## config.mk

```make
export PLATFORM = sky130hd
export DESIGN_NAME = fifo_rd_drain
export DESIGN_NICKNAME = d
export VERILOG_FILES = /design/src/rtl/fifo_rd_drain.sv
export SDC_FILE = /design/constraint.sdc
export NUM_CORES = 1
export LEC_CHECK = 0
export ABC_AREA = 1
export CORE_ASPECT_RATIO = 0.6
export CORE_MARGIN = 2
export CORE_UTILIZATION = 56
export CTS_CLUSTER_SIZE = 14
export DETAILED_ROUTE_END_ITERATION = 6
export PLACE_DENSITY_LB_ADDON = 0.12
export SYNTH_ARGS = -nofsm -noshare
export SYNTH_HDL_FRONTEND = slang
export SYNTH_SLANG_ARGS = --single-unit
```

## constraint.sdc

```tcl
create_clock -name rclk -period 3.9 [get_ports rclk]
set_input_delay 0.78 -clock rclk [delete_from_list [all_inputs] [get_ports rclk]]
set_output_delay 0.78 -clock rclk [all_outputs]
set_load 0.02 [all_outputs]
```

## src/rtl/fifo_rd_drain.sv

```systemverilog
// fifo_rd_drain: read-clock-domain drain engine for the asynchronous FIFO.
// It pulls words through the FIFO read port (rempty/rinc/rdata) and presents
// them as a valid/ready stream. A 3-entry skid buffer covers the FIFO's
// one-cycle registered read, so rinc never depends on m_ready.
// Optional feature: define FIFO_RD_STATS_EN to add the rd_count and
// stall_count statistics ports.
module fifo_rd_drain #(
    parameter int DSIZE = 8
) (
    input  logic             rclk,
    input  logic             rrst_n,
    input  logic             rempty,
    input  logic [DSIZE-1:0] rdata,
    output logic             rinc,
    input  logic             drain_en,
    output logic [DSIZE-1:0] m_data,
    output logic             m_valid,
    input  logic             m_ready,
    output logic             busy
`ifdef FIFO_RD_STATS_EN
    ,
    output logic [15:0]      rd_count,
    output logic [15:0]      stall_count
`endif
);

    // Skid-buffer bookkeeping.
    logic [1:0]       occ_q, occ_d;
    logic             pend_q, pend_d;
    logic [1:0]       head_q, head_d;
    logic [1:0]       tail_q, tail_d;
    logic [DSIZE-1:0] mem_q [3];

    logic             push_s;
    logic             pop_s;
    logic             room_s;
    logic             valid_s;
    logic [DSIZE-1:0] head_data_s;

    // Pointer advance for the 3-entry ring: 0 -> 1 -> 2 -> 0.
    function automatic logic [1:0] ptr_inc(input logic [1:0] p);
        logic [1:0] r;
        if (p == 2'd2) begin
            r = 2'd0;
        end else begin
            r = p + 2'd1;
        end
        return r;
    endfunction

    // A new read is only allowed when every in-flight word has a slot reserved.
    assign room_s  = (({1'b0, occ_q} + {2'b00, pend_q}) < 3'd3);
    assign valid_s = (occ_q != 2'd0);
    assign push_s  = pend_q;
    assign pop_s   = valid_s & m_ready;

    // FIFO read request; held low while reset is asserted.
    always_comb begin
        rinc = 1'b0;
        if (rrst_n && drain_en && !rempty && room_s) begin
            rinc = 1'b1;
        end else begin
            rinc = 1'b0;
        end
    end

    // Select the word at the buffer head for the downstream port.
    always_comb begin
        head_data_s = mem_q[0];
        case (head_q)
            2'd0:    head_data_s = mem_q[0];
            2'd1:    head_data_s = mem_q[1];
            2'd2:    head_data_s = mem_q[2];
            default: head_data_s = mem_q[0];
        endcase
    end

    assign m_data  = head_data_s;
    assign m_valid = valid_s;
    assign busy    = valid_s | pend_q;

    // Next-state for occupancy, pointers and the in-flight flag.
    always_comb begin
        occ_d  = occ_q;
        head_d = head_q;
        tail_d = tail_q;
        pend_d = rinc;
        case ({push_s, pop_s})
            2'b10:   occ_d = occ_q + 2'd1;
            2'b01:   occ_d = occ_q - 2'd1;
            default: occ_d = occ_q;
        endcase
        if (pop_s) begin
            head_d = ptr_inc(head_q);
        end else begin
            head_d = head_q;
        end
        if (push_s) begin
            tail_d = ptr_inc(tail_q);
        end else begin
            tail_d = tail_q;
        end
    end

    // Control state registers.
    always_ff @(posedge rclk or negedge rrst_n) begin
        if (!rrst_n) begin
            occ_q  <= 2'd0;
            pend_q <= 1'b0;
            head_q <= 2'd0;
            tail_q <= 2'd0;
        end else begin
            occ_q  <= occ_d;
            pend_q <= pend_d;
            head_q <= head_d;
            tail_q <= tail_d;
        end
    end

    // Capture the word read last cycle into the buffer tail.
    always_ff @(posedge rclk or negedge rrst_n) begin
        if (!rrst_n) begin
            mem_q[0] <= '0;
            mem_q[1] <= '0;
            mem_q[2] <= '0;
        end else if (push_s) begin
            case (tail_q)
                2'd0:    mem_q[0] <= rdata;
                2'd1:    mem_q[1] <= rdata;
                2'd2:    mem_q[2] <= rdata;
                default: mem_q[0] <= rdata;
            endcase
        end
    end

`ifdef FIFO_RD_STATS_EN
    logic [15:0] rd_count_q;
    logic [15:0] stall_count_q;

    // Delivered-word and backpressure-cycle counters, wrapping at 16 bits.
    always_ff @(posedge rclk or negedge rrst_n) begin
        if (!rrst_n) begin
            rd_count_q    <= 16'd0;
            stall_count_q <= 16'd0;
        end else begin
            if (pop_s) begin
                rd_count_q <= rd_count_q + 16'd1;
            end
            if (valid_s && !m_ready) begin
                stall_count_q <= stall_count_q + 16'd1;
            end
        end
    end

    assign rd_count    = rd_count_q;
    assign stall_count = stall_count_q;
`endif

endmodule

```

==> results of run 1 <==
## worst min path at each step
| stage | from | to | slack [ns] | cells past startpoint |
|---|---|---|---|---|
| 4_1_cts | mem_q[18]$_DFFE_PN0P_ | mem_q[18]$_DFFE_PN0P_ | 0.48 | 2 |
| 3_3_place_gp | mem_q[17]$_DFFE_PN0P_ | mem_q[17]$_DFFE_PN0P_ | 0.46 | 2 |
| 6_report | mem_q[12]$_DFFE_PN0P_ | mem_q[12]$_DFFE_PN0P_ | 0.48 | 2 |
| 2_1_floorplan | mem_q[0]$_DFFE_PN0P_ | mem_q[0]$_DFFE_PN0P_ | 0.45 | 2 |
| 5_1_grt | mem_q[4]$_DFFE_PN0P_ | mem_q[4]$_DFFE_PN0P_ | 0.50 | 2 |
| 3_5_place_dp | mem_q[18]$_DFFE_PN0P_ | mem_q[18]$_DFFE_PN0P_ | 0.47 | 2 |
## routing by layer
layer  routed length, µm  part of all wire [%]
met5                   0                     0
met4                  74                   2.3
met3                 178                   5.5
met2                1510                    46
met1                1480                    46
## power by group
part	total (W)	switching [W]	internal, W
logic	0.000952	0.000539	0.000413
registers	0.000585	0.000104	0.000480
clock network	0.000228	0.000109	0.000119
## flip-flops by register name, indices dropped and copies added, names as in the netlist
signal	cells
head_q	2
mem_q	24
occ_q	2
pend_q	1
tail_q	2
## worst min-delay path, cell delays in order (launching register included)
cell and delay [ns]:
dfrtp_1 0.34, nand2_1 0.05, o21ai_0 0.06
## kinds of logic after synthesis
kind of cell             after synthesis  synth area share (%)
flip-flops                            31                  51.0
adder cells (fa/ha/maj)               11                  9.05
AND/OR/NAND/NOR                       62                  16.2
XOR/XNOR                               1                 0.576
AO/OA/AOI/OAI                         43                  16.1
buffers and inverters                 26                  6.99
## cell type report
| type | instances | area [µm²] | share of cell area [%] |
|---|---|---|---|
| multi-input combinational | 117 | 638 | 34.8 |
| sequential | 31 | 776 | 42.3 |
| clock buffer | 6 | 72.6 | 3.95 |
| inverter | 19 | 71.3 | 3.89 |
| tap | 32 | 40.0 | 2.18 |
| timing repair buffer | 24 | 238 | 13.0 |
## Yosys cell counts, types with 2 or more instances
| cell type | count | area share, % |
|---|---|---|
| a21oi_1 | 17 | 5.6 |
| clkbuf_1 | 4 | 0.99 |
| dfrtp_1 | 31 | 51 |
| ha_1 | 11 | 9.1 |
| inv_1 | 18 | 4.4 |
| nand2_1 | 46 | 11 |
| nand2_2 | 2 | 0.82 |
| nand3_1 | 3 | 0.99 |
| nor2_1 | 9 | 2.2 |
| o21ai_0 | 18 | 5.9 |
| o21ai_2 | 8 | 4.6 |
## stage by stage
step | instance area, µm² | total power (W) | std cells | hold WS, ns
finish | 1840 | 0.00176 | 229 | 0.484
global route | 1840 | 0.00191 | 229 | 0.499
detailed placement | 1760 | 0.00154 | 223 | 0.469
CTS | 1840 | 0.00178 | 229 | 0.485
global placement | 1760 | 0.00149 | 223 | 0.465
floorplan | 1520 | 0.00116 | 174 | 0.453
==> results.txt, run 1 <==
----------------------------------------------------
[STA]
  Setup ws final ... 0.732 ns
  Number of hold violations in the final report ... 0
  Crit share post-route ... 81.2%
  Aggregate negative setup slack ... 0 ns
  Worst-Margin Slew ... 0.751 ns
  F_max ... 0.316 GHz
  Worst clock skew on the final layout ... 0.00507 ns
  Unrepaired setup endpoints after global routing ... false
  Period minus WS final ... 3.17 ns
  Final Max Slew Viols ... 0
  Max-slew headroom at the worst pin ... 49.9%
  Number of endpoints failing setup at the final stage ... 0

[Yosys]
  Sequential element share of the synthesized area ... 51.0%
  Yosys reg bits ... 31
  Ys flop type ... dfrtp_1
  Netlist Area Pre-Place ... 1520 µm²
  Average cell area after synthesis ... 8.74 µm²
  Async S/R FF share, synth ... 100%
  Number of synthesized flops with an enable pin ... 0
  Net count of the mapped netlist ... 198
  Unique masters post-synth ... 18
  Count of yosys warnings during synthesis ... 0
  Syn Inst Count ... 174

[GRT]
  Number of antenna violations at the first check in global routing ... 0
  Most congested layer reported by global routing ... met2
  Global Route Usage Sum ... 24.3%
  Met1 layer usage reported by global route ... 32.3%
  Wire length of the first global-routing pass ... 5530 µm
  GR Layer Usage met3 ... 6.83%
  Pin count of the biggest net entering global routing ... 32
  Via count of the first global-routing pass ... 1187
  Gr ovfl total ... 0
  GRT met2 Usage ... 38.3%

[Layout]
  Final net count ... 222
  Final core utilization ... 72.3%
  Leading cell type in the layout, fill and taps excluded ... nand2_1
  Total inserted antenna cells ... 0
  Most frequent cells in the layout ... nand2_1, dfrtp_1, clkdlybuf4s50_1
  Number of fill cells ... 189
  Area grow syn2layout ... 20.7%
  Ratio of cells with drive above 1 in the final layout ... 8.63%

[Route]
  Routed vias ... 1209
  Pre-Repair DR Iteration Count ... 4
  Drt initial violations ... 117
  Ratio of routed vias to standard cells ... 5.28
  Average detailed-routed wire length per instance ... 14.2 µm
  Wirelength, routed ... 3250 µm
  Antenna viol nets, final ... 0
  DRC violations left ... 0

[Power and ir drop]
  Power density cells ... 961 nW/µm²
  Leak Pwr ... 0.910 nW
  Max VDD drop ... 0.000651 V

[Placed design]
  Weighted congestion reported at the end of routability-driven placement ... 0.715
  Post-Place Setup Slack ... 0.924 ns
  Placed wire-length estimate ... 2320 µm
  # port buffers ... 23

[Floorplan]
  Core region area ... 2540 µm²
  Die Width ... 71.3 µm
  Core Rows ... 14
  Initial Utilization ... 59.9%
  Io pins ... 24
  Vertical die dimension ... 44.4 µm
  Die area ... 3160 µm²

[Clocking]
  Root buffer selected by CTS ... clkbuf_8
  Number of levels in the clock H-tree ... 2
  CTS tree ... yes
  Quantity of hold-fixing buffers added after cts ... 0
  Clock transition at the register clock pins on the worst setup and hold paths after CTS ... 0.06 ns
  Post-CTS setup-driven buffer insertion count ... 0
  Clock Path Buffers ... 2
  Clk Latency, worst-skew pair ... 0.28 ns
  Post-CTS Resized ... 0
  Number of clock sinks ... 31
  Number of buffers created by CTS ... 5

[Setup path]
  Crit Path Category ... reg -> out
  Critical path's slowest cell ... clkdlybuf4s50_1
  Largest fanout on the critical path ... 9
  Stages on worst setup path ... 6
  Data arrival time of the critical path ... 2.39 ns
  Family with the most delay on the worst path ... buffers and inverters
  End point of the critical path ... m_data[0]
  Crit path required time ... 3.12 ns
  Crit path buffers/inverters ... 3
  Length in cells of the worst reg-to-reg path ... 5
  Worst setup path startpoint ... head_q[0]$_DFFE_PN0P_
  Startpoint types ... flop
  Highest cell delay on the worst timing path ... 0.63 ns
  Capturing element type of the critical path ... primary output
  Setup slack of the worst register-to-register path ... 2.23 ns
  Crit path cell chain ... inv_1 > ha_1 > inv_1 > a21oi_1 > a21oi_1 > clkdlybuf4s50_1
  Terminus of the critical flop-to-flop path ... mem_q[20]$_DFFE_PN0P_
  Start of the worst register-to-register path ... tail_q[0]$_DFFE_PN0P_

[Run status]
  Result of the run ... complete, no violations

[Job]
  Maximum Capacitance Violations ... 0

[Hold path]
  Class of the tightest hold or removal check ... reg -> reg

----------------------------------------------------
No activity file was read; power rests on OpenSTA's default activity.
==> run 2: changes to the inputs <==
--- a/config.mk
+++ b/config.mk
@@ -8,7 +8,7 @@
 export ABC_AREA = 1
 export CORE_ASPECT_RATIO = 0.6
 export CORE_MARGIN = 2
-export CORE_UTILIZATION = 56
+export CORE_UTILIZATION = 47
 export CTS_CLUSTER_SIZE = 14
 export DETAILED_ROUTE_END_ITERATION = 6
 export PLACE_DENSITY_LB_ADDON = 0.12
==> constraint.sdc (replaced) <==
create_clock -name rclk -period 2.9 [get_ports rclk]
set_input_delay 0.58 -clock rclk [delete_from_list [all_inputs] [get_ports rclk]]
set_output_delay 0.58 -clock rclk [all_outputs]
set_load 0.02 [all_outputs]
==> run 2 against run 1 <==
Against the previous run:
- cell count rose by 5.7%
- die area rose by 18%
- clock power rose by 65%
- count of clock-buffer cells in the layout rose by 2
- largest power group unchanged
- clock skew fell by 0.0011 ns
- global-route usage fell by 4.4 points
- non-clock buffer count rose by 1
- critical endpoint is now m_data[7]
- critical path depth did not move
==> results.txt, run 2 (synthesis gave the netlist of run 1 again) <==
----------------------------------------------------
[Run status]
  Result of the run ... complete, no violations

[Hold path]
  Class of the tightest hold or removal check ... reg -> reg
  Worst hold path cell count ... 2

[Power and ir drop]
  Power density cells ... 1300 nW/µm²
  Max VDD drop ... 0.000815 V
  Leak Pwr ... 0.929 nW

[Setup path]
  Largest fanout on the critical path ... 8
  Capturing element type of the critical path ... primary output
  Crit path required time ... 2.32 ns
  End point of the critical path ... m_data[7]
  Terminus of the critical flop-to-flop path ... mem_q[20]$_DFFE_PN0P_
  Startpoint types ... flop
  Length in cells of the worst reg-to-reg path ... 5
  Setup slack of the worst register-to-register path ... 1.19 ns
  Worst setup path startpoint ... head_q[0]$_DFFE_PN0P_
  Data arrival time of the critical path ... 2.17 ns
  Crit Path Category ... reg -> out
  Start of the worst register-to-register path ... tail_q[0]$_DFFE_PN0P_

[STA]
  Worst clock skew on the final layout ... 0.00393 ns
  Number of hold violations in the final report ... 0
  Final Max Slew Viols ... 0
  Max-slew headroom at the worst pin ... 48.9%
  Aggregate negative setup slack ... 0 ns
  Unrepaired setup endpoints after global routing ... false
  F_max ... 0.364 GHz
  Period minus WS final ... 2.75 ns
  Crit share post-route ... 94.8%
  Number of endpoints failing setup at the final stage ... 0
  Worst-Margin Slew ... 0.767 ns

[Floorplan]
  Die Width ... 77.4 µm
  Core Rows ... 15
  Initial Utilization ... 51.3%
  Die area ... 3720 µm²
  Io pins ... 24
  Vertical die dimension ... 48.1 µm
  Core region area ... 2970 µm²

[GRT]
  Gr ovfl total ... 0
  Wire length of the first global-routing pass ... 5430 µm
  Global Route Usage Sum ... 19.9%
  Via count of the first global-routing pass ... 1126
  Number of antenna violations at the first check in global routing ... 0
  Pin count of the biggest net entering global routing ... 32

[Route]
  DRC violations left ... 0
  Routed vias ... 1207
  Pre-Repair DR Iteration Count ... 4
  Antenna viol nets, final ... 0
  Wirelength, routed ... 3220 µm
  Drt initial violations ... 49
  Ratio of routed vias to standard cells ... 4.99
  Average detailed-routed wire length per instance ... 13.3 µm

[Clocking]
  Quantity of hold-fixing buffers added after cts ... 0
  Clk Latency, worst-skew pair ... 0.28 ns
  Root buffer selected by CTS ... clkbuf_8
  Clock Path Buffers ... 2
  Number of levels in the clock H-tree ... 2
  Number of clock sinks ... 31
  Post-CTS setup-driven buffer insertion count ... 0
  Post-CTS Resized ... 0
  Number of buffers created by CTS ... 5
  Clock transition at the register clock pins on the worst setup and hold paths after CTS ... 0.06 ns
  CTS tree ... yes

[Placed design]
  Placed wire-length estimate ... 2290 µm
  Cell count after placement ... 234
  # port buffers ... 23
  Weighted congestion reported at the end of routability-driven placement ... 0.739

[Layout]
  Leading cell type in the layout, fill and taps excluded ... nand2_1
  Total inserted antenna cells ... 0
  Area grow syn2layout ... 23.9%
  Most frequent cells in the layout ... nand2_1, dfrtp_1, clkdlybuf4s50_1
  Ratio of cells with drive above 1 in the final layout ... 10.0%
  Number of fill cells ... 273
  Non-filler instance count after layout ... 242
  Area of the multi-input gates ... 638 µm²
  Largest reg by FF count ... mem_q
  Final net count ... 223
  Sequential cell area ... 776 µm²
  Largest register FFs ... 24

[Job]
  Maximum Capacitance Violations ... 0

----------------------------------------------------
[run 2: worst min-delay path by stage]
stage | start | endpoint | slack, ns
4_1_cts | mem_q[19]$_DFFE_PN0P_ | mem_q[19]$_DFFE_PN0P_ | 0.48
5_1_grt | mem_q[19]$_DFFE_PN0P_ | mem_q[19]$_DFFE_PN0P_ | 0.50
6_report | mem_q[19]$_DFFE_PN0P_ | mem_q[19]$_DFFE_PN0P_ | 0.48
3_3_place_gp | mem_q[17]$_DFFE_PN0P_ | mem_q[17]$_DFFE_PN0P_ | 0.46
3_5_place_dp | mem_q[19]$_DFFE_PN0P_ | mem_q[19]$_DFFE_PN0P_ | 0.47
2_1_floorplan | rrst_n | head_q[0]$_DFFE_PN0P_ | 0.28
[run 2: layout make-up]
class	instances	share of cell area (%)
clock buffer	8	5.32
inverter	19	3.79
multi-input combinational	117	33.9
sequential	31	41.2
tap	42	2.79
timing repair buffer	25	13.0
[run 2: power by group]
group / internal [W] / switching (W)
Combinational: 0.000568 / 0.000732
Clock: 0.000216 / 0.000160
Sequential: 0.000646 / 0.000133
Total: 0.00143 / 0.00102
[run 2: through the flow]
stage                     hold slack (ns)  utilization, %  worst slack (ns)  total power (W)  area (µm²)
after floorplan                     0.284               -             0.856          0.00155        1520
after CTS                           0.485            63.5             0.132          0.00247        1880
after global placement              0.464            60.1             0.374          0.00203        1780
after detailed placement            0.469            60.1             0.328          0.00209        1780
after global routing                0.500            63.5            0.0105          0.00265        1880
final                               0.483            63.5             0.151          0.00246        1880
[run 2: per-layer routing]
metal	track usage [%]	wire [µm]	up-vias
met1	25.4	1470	570
met3	6.23	210	4
met2	34.1	1520	31
met5	0	0	-
li1	-	-	602
met4	6.07	31	0
[run 2: critical path: stages, from the launching register on]
cell and delay (ns):
dfrtp_1 0.39, inv_1 0.08, ha_1 0.31, inv_1 0.23, a21oi_1 0.07, a21oi_1 0.17, clkdlybuf4s50_1 0.65
==> run 3: changes to the inputs <==
--- a/config.mk
+++ b/config.mk
@@ -5,7 +5,7 @@
 export SDC_FILE = /design/constraint.sdc
 export NUM_CORES = 1
 export LEC_CHECK = 0
-export ABC_AREA = 1
+export ABC_AREA = 0
 export CORE_ASPECT_RATIO = 0.6
 export CORE_MARGIN = 2
 export CORE_UTILIZATION = 47
==> run 3 against run 2 <==
Against the previous run:
- worst hold slack better by 0.0052 ns
- clock power up 13%
- sequential power about the same
- non-clock buffer count unchanged
- first-iteration DRC count down 51%
- routed wire length down 12%
- largest cell class unchanged
- total power down 1.4%
==> results.txt, run 3 <==
----------------------------------------------------
[Run status]
  Result of the run ... complete, no violations

[Setup path]
  Startpoint types ... flop
  Data arrival time of the critical path ... 2.12 ns
  Capturing element type of the critical path ... primary output
  Crit Path Category ... reg -> out
  Crit path required time ... 2.32 ns
  Largest fanout on the critical path ... 8
  Setup slack of the worst register-to-register path ... 1.36 ns
  Length in cells of the worst reg-to-reg path ... 3

[GRT]
  Gr ovfl total ... 0
  Wire length of the first global-routing pass ... 4800 µm
  Number of antenna violations at the first check in global routing ... 0
  Via count of the first global-routing pass ... 1003
  Pin count of the biggest net entering global routing ... 32
  Global Route Usage Sum ... 18.2%

[Yosys]
  Portion of synthesized cell area occupied by the leading cell type ... 51.2%
  Count of yosys warnings during synthesis ... 0
  Post-synth top area cell ... dfrtp_1
  Unique masters post-synth ... 24
  Syn Inst Count ... 119
  Yosys reg bits ... 31
  Cell with the most instances after synthesis ... dfrtp_1
  Average cell area after synthesis ... 12.7 µm²
  Async S/R FF share, synth ... 100%
  Net count of the mapped netlist ... 143
  Cell types occupying the most area after synthesis ... dfrtp_1, mux2_2, ha_1
  Ys flop type ... dfrtp_1
  Sequential element share of the synthesized area ... 51.2%
  Top post-synthesis cells by count ... dfrtp_1, mux2_2, ha_1
  Netlist Area Pre-Place ... 1520 µm²
  Number of synthesized flops with an enable pin ... 0

[STA]
  Crit share post-route ... 93.0%
  Worst-Margin Slew ... 0.489 ns
  Number of endpoints failing setup at the final stage ... 0
  Unrepaired setup endpoints after global routing ... false
  Max-slew headroom at the worst pin ... 66.5%
  F_max ... 0.371 GHz
  Worst-case hold slack ... 0.488 ns
  Worst clock skew on the final layout ... 0.00826 ns
  Period minus WS final ... 2.70 ns
  Final Max Slew Viols ... 0
  Number of hold violations in the final report ... 0

[Route]
  Antenna viol nets, final ... 0
  Wirelength, routed ... 2850 µm
  Average detailed-routed wire length per instance ... 15.1 µm
  Ratio of routed vias to standard cells ... 5.04
  DRC violations left ... 0
  Routed vias ... 952
  Pre-Repair DR Iteration Count ... 2
  Drt initial violations ... 24

[Clocking]
  Root buffer selected by CTS ... clkbuf_8
  Post-CTS setup-driven buffer insertion count ... 0
  Clock Path Buffers ... 2
  Number of clock sinks ... 31
  Clk Latency, worst-skew pair ... 0.28 ns
  Number of buffers created by CTS ... 5
  Quantity of hold-fixing buffers added after cts ... 0
  Number of levels in the clock H-tree ... 2
  CTS tree ... yes
  Clock transition at the register clock pins on the worst setup and hold paths after CTS ... 0.06 ns

[Power and ir drop]
  Switching power summed over all nets ... 0.000899 W
  Leak Pwr ... 0.841 nW
  Comb power frac ... 50.4%
  Pint ... 0.00152 W
  Power density cells ... 1280 nW/µm²
  Switching part of the total power ... 37.1%
  Sequential share of power ... 32.2%
  Power share of the clock group ... 17.4%
  Max VDD drop ... 0.000647 V

[Placed design]
  Weighted congestion reported at the end of routability-driven placement ... 0.658
  Post-DP Area ... 1790 µm²
  # port buffers ... 23
  Placed wire-length estimate ... 2030 µm

[Layout]
  Largest reg by FF count ... mem_q
  Ratio of cells with drive above 1 in the final layout ... 28.6%
  Total inserted antenna cells ... 0
  Final net count ... 170
  Post-route cell area ... 1900 µm²
  Area grow syn2layout ... 25.2%
  Most frequent cells in the layout ... dfrtp_1, mux2_2, clkdlybuf4s50_1
  Largest register FFs ... 24
  Leading cell type in the layout, fill and taps excluded ... dfrtp_1

[Floorplan]
  Initial Utilization ... 51.1%
  Core region area ... 2970 µm²
  Core Rows ... 15
  Die area ... 3710 µm²
  Die Width ... 77.3 µm
  Vertical die dimension ... 48 µm
  Io pins ... 24

[Job]
  Maximum Capacitance Violations ... 0

[Hold path]
  Worst hold path cell count ... 1
  Class of the tightest hold or removal check ... reg -> reg

----------------------------------------------------
run 3: cell types whose count changed after synthesis, sizes merged, moves of 8 or more:
cell | previous run | this run
nand2 | 48 | 6
inv | 19 | 6
a21oi | 17 | 8
a22oi | 0 | 8
mux2 | 0 | 26
o21ai | 26 | 2
run 3: path summary, 6_finish.rpt:
path | from | endpoint
worst min-delay path | mem_q[23]$_DFFE_PN0P_ | mem_q[23]$_DFFE_PN0P_
max in group asynchronous | rrst_n | mem_q[19]$_DFFE_PN0P_
min in group asynchronous | rrst_n | tail_q[0]$_DFFE_PN0P_
worst max-delay path | head_q[0]$_DFFE_PN0P_ | m_data[1]
worst max register to register | occ_q[0]$_DFFE_PN0P_ | pend_q$_DFF_PN0_
worst min register to register | mem_q[23]$_DFFE_PN0P_ | mem_q[23]$_DFFE_PN0P_
run 3: repair_timing:
action,4_1_cts,5_1_grt
setup endpoints to repair,1,7
resized for setup,1,1
pin swaps,0,0
run 3: kinds of logic (layout without fill, tap and decap cells):
family | after synthesis | count (layout) | synth area share (%)
buffers and inverters | 11 | 39 | 3.55
muxes | 26 | 26 | 19.8
and+or+nand+nor | 18 | 18 | 6.85
AOI/OAI and AO/OA | 19 | 19 | 7.84
adders and majority gates | 11 | 11 | 9.08
DFF | 31 | 31 | 51.2
xor gates and xnor gates | 3 | 3 | 1.73
run 3: per-stage QoR:
stage               setup WS, ns  TNS [ns]  total power (W)  util (%)  cells
finish                     0.202         0          0.00242      64.1    189
global route              0.0532         0          0.00259      64.1    189
CTS                       0.0595         0          0.00245      64.0    189
detailed placement      -0.00287  -0.00287          0.00201      60.2    181
global placement          0.0619         0          0.00196      60.2    181
floorplan                  0.249         0          0.00156         -    119
run 3: routing by layer:
metal  global-route usage, %  vias to the layer above  part of all wire, %
met1                    22.2                      467                   49
met3                    5.66                        4                  3.4
met2                    31.1                       12                   47
met4                    8.57                        0                  1.0
met5                       0                        -                    0
li1                        -                      469                    -
run 3: power by group through the flow:
stage               Combinational, W  Sequential [W]  Clock (W)
global route                 0.00133        0.000810   0.000450
global placement             0.00120        0.000768          0
detailed placement           0.00123        0.000786          0
floorplan                   0.000812        0.000746          0
CTS                          0.00123        0.000780   0.000435
finish                       0.00122        0.000780   0.000423
run 3: final cells by class:
class	instances	area (µm²)
fillers	240	1070
flip-flops and latches	31	776
multi-input cells	77	689
repair buffers	25	244
clock buffers	5	68.8
well taps	42	52.6
clock inverters	3	43.8
inverters	6	25.0
run 3: critical path: stages (launching register included):
cell	delay [ns]
dfrtp_1	0.41
inv_1	0.09
ha_1	0.37
a22oi_1	0.15
a21oi_1	0.18
clkdlybuf4s50_1	0.62
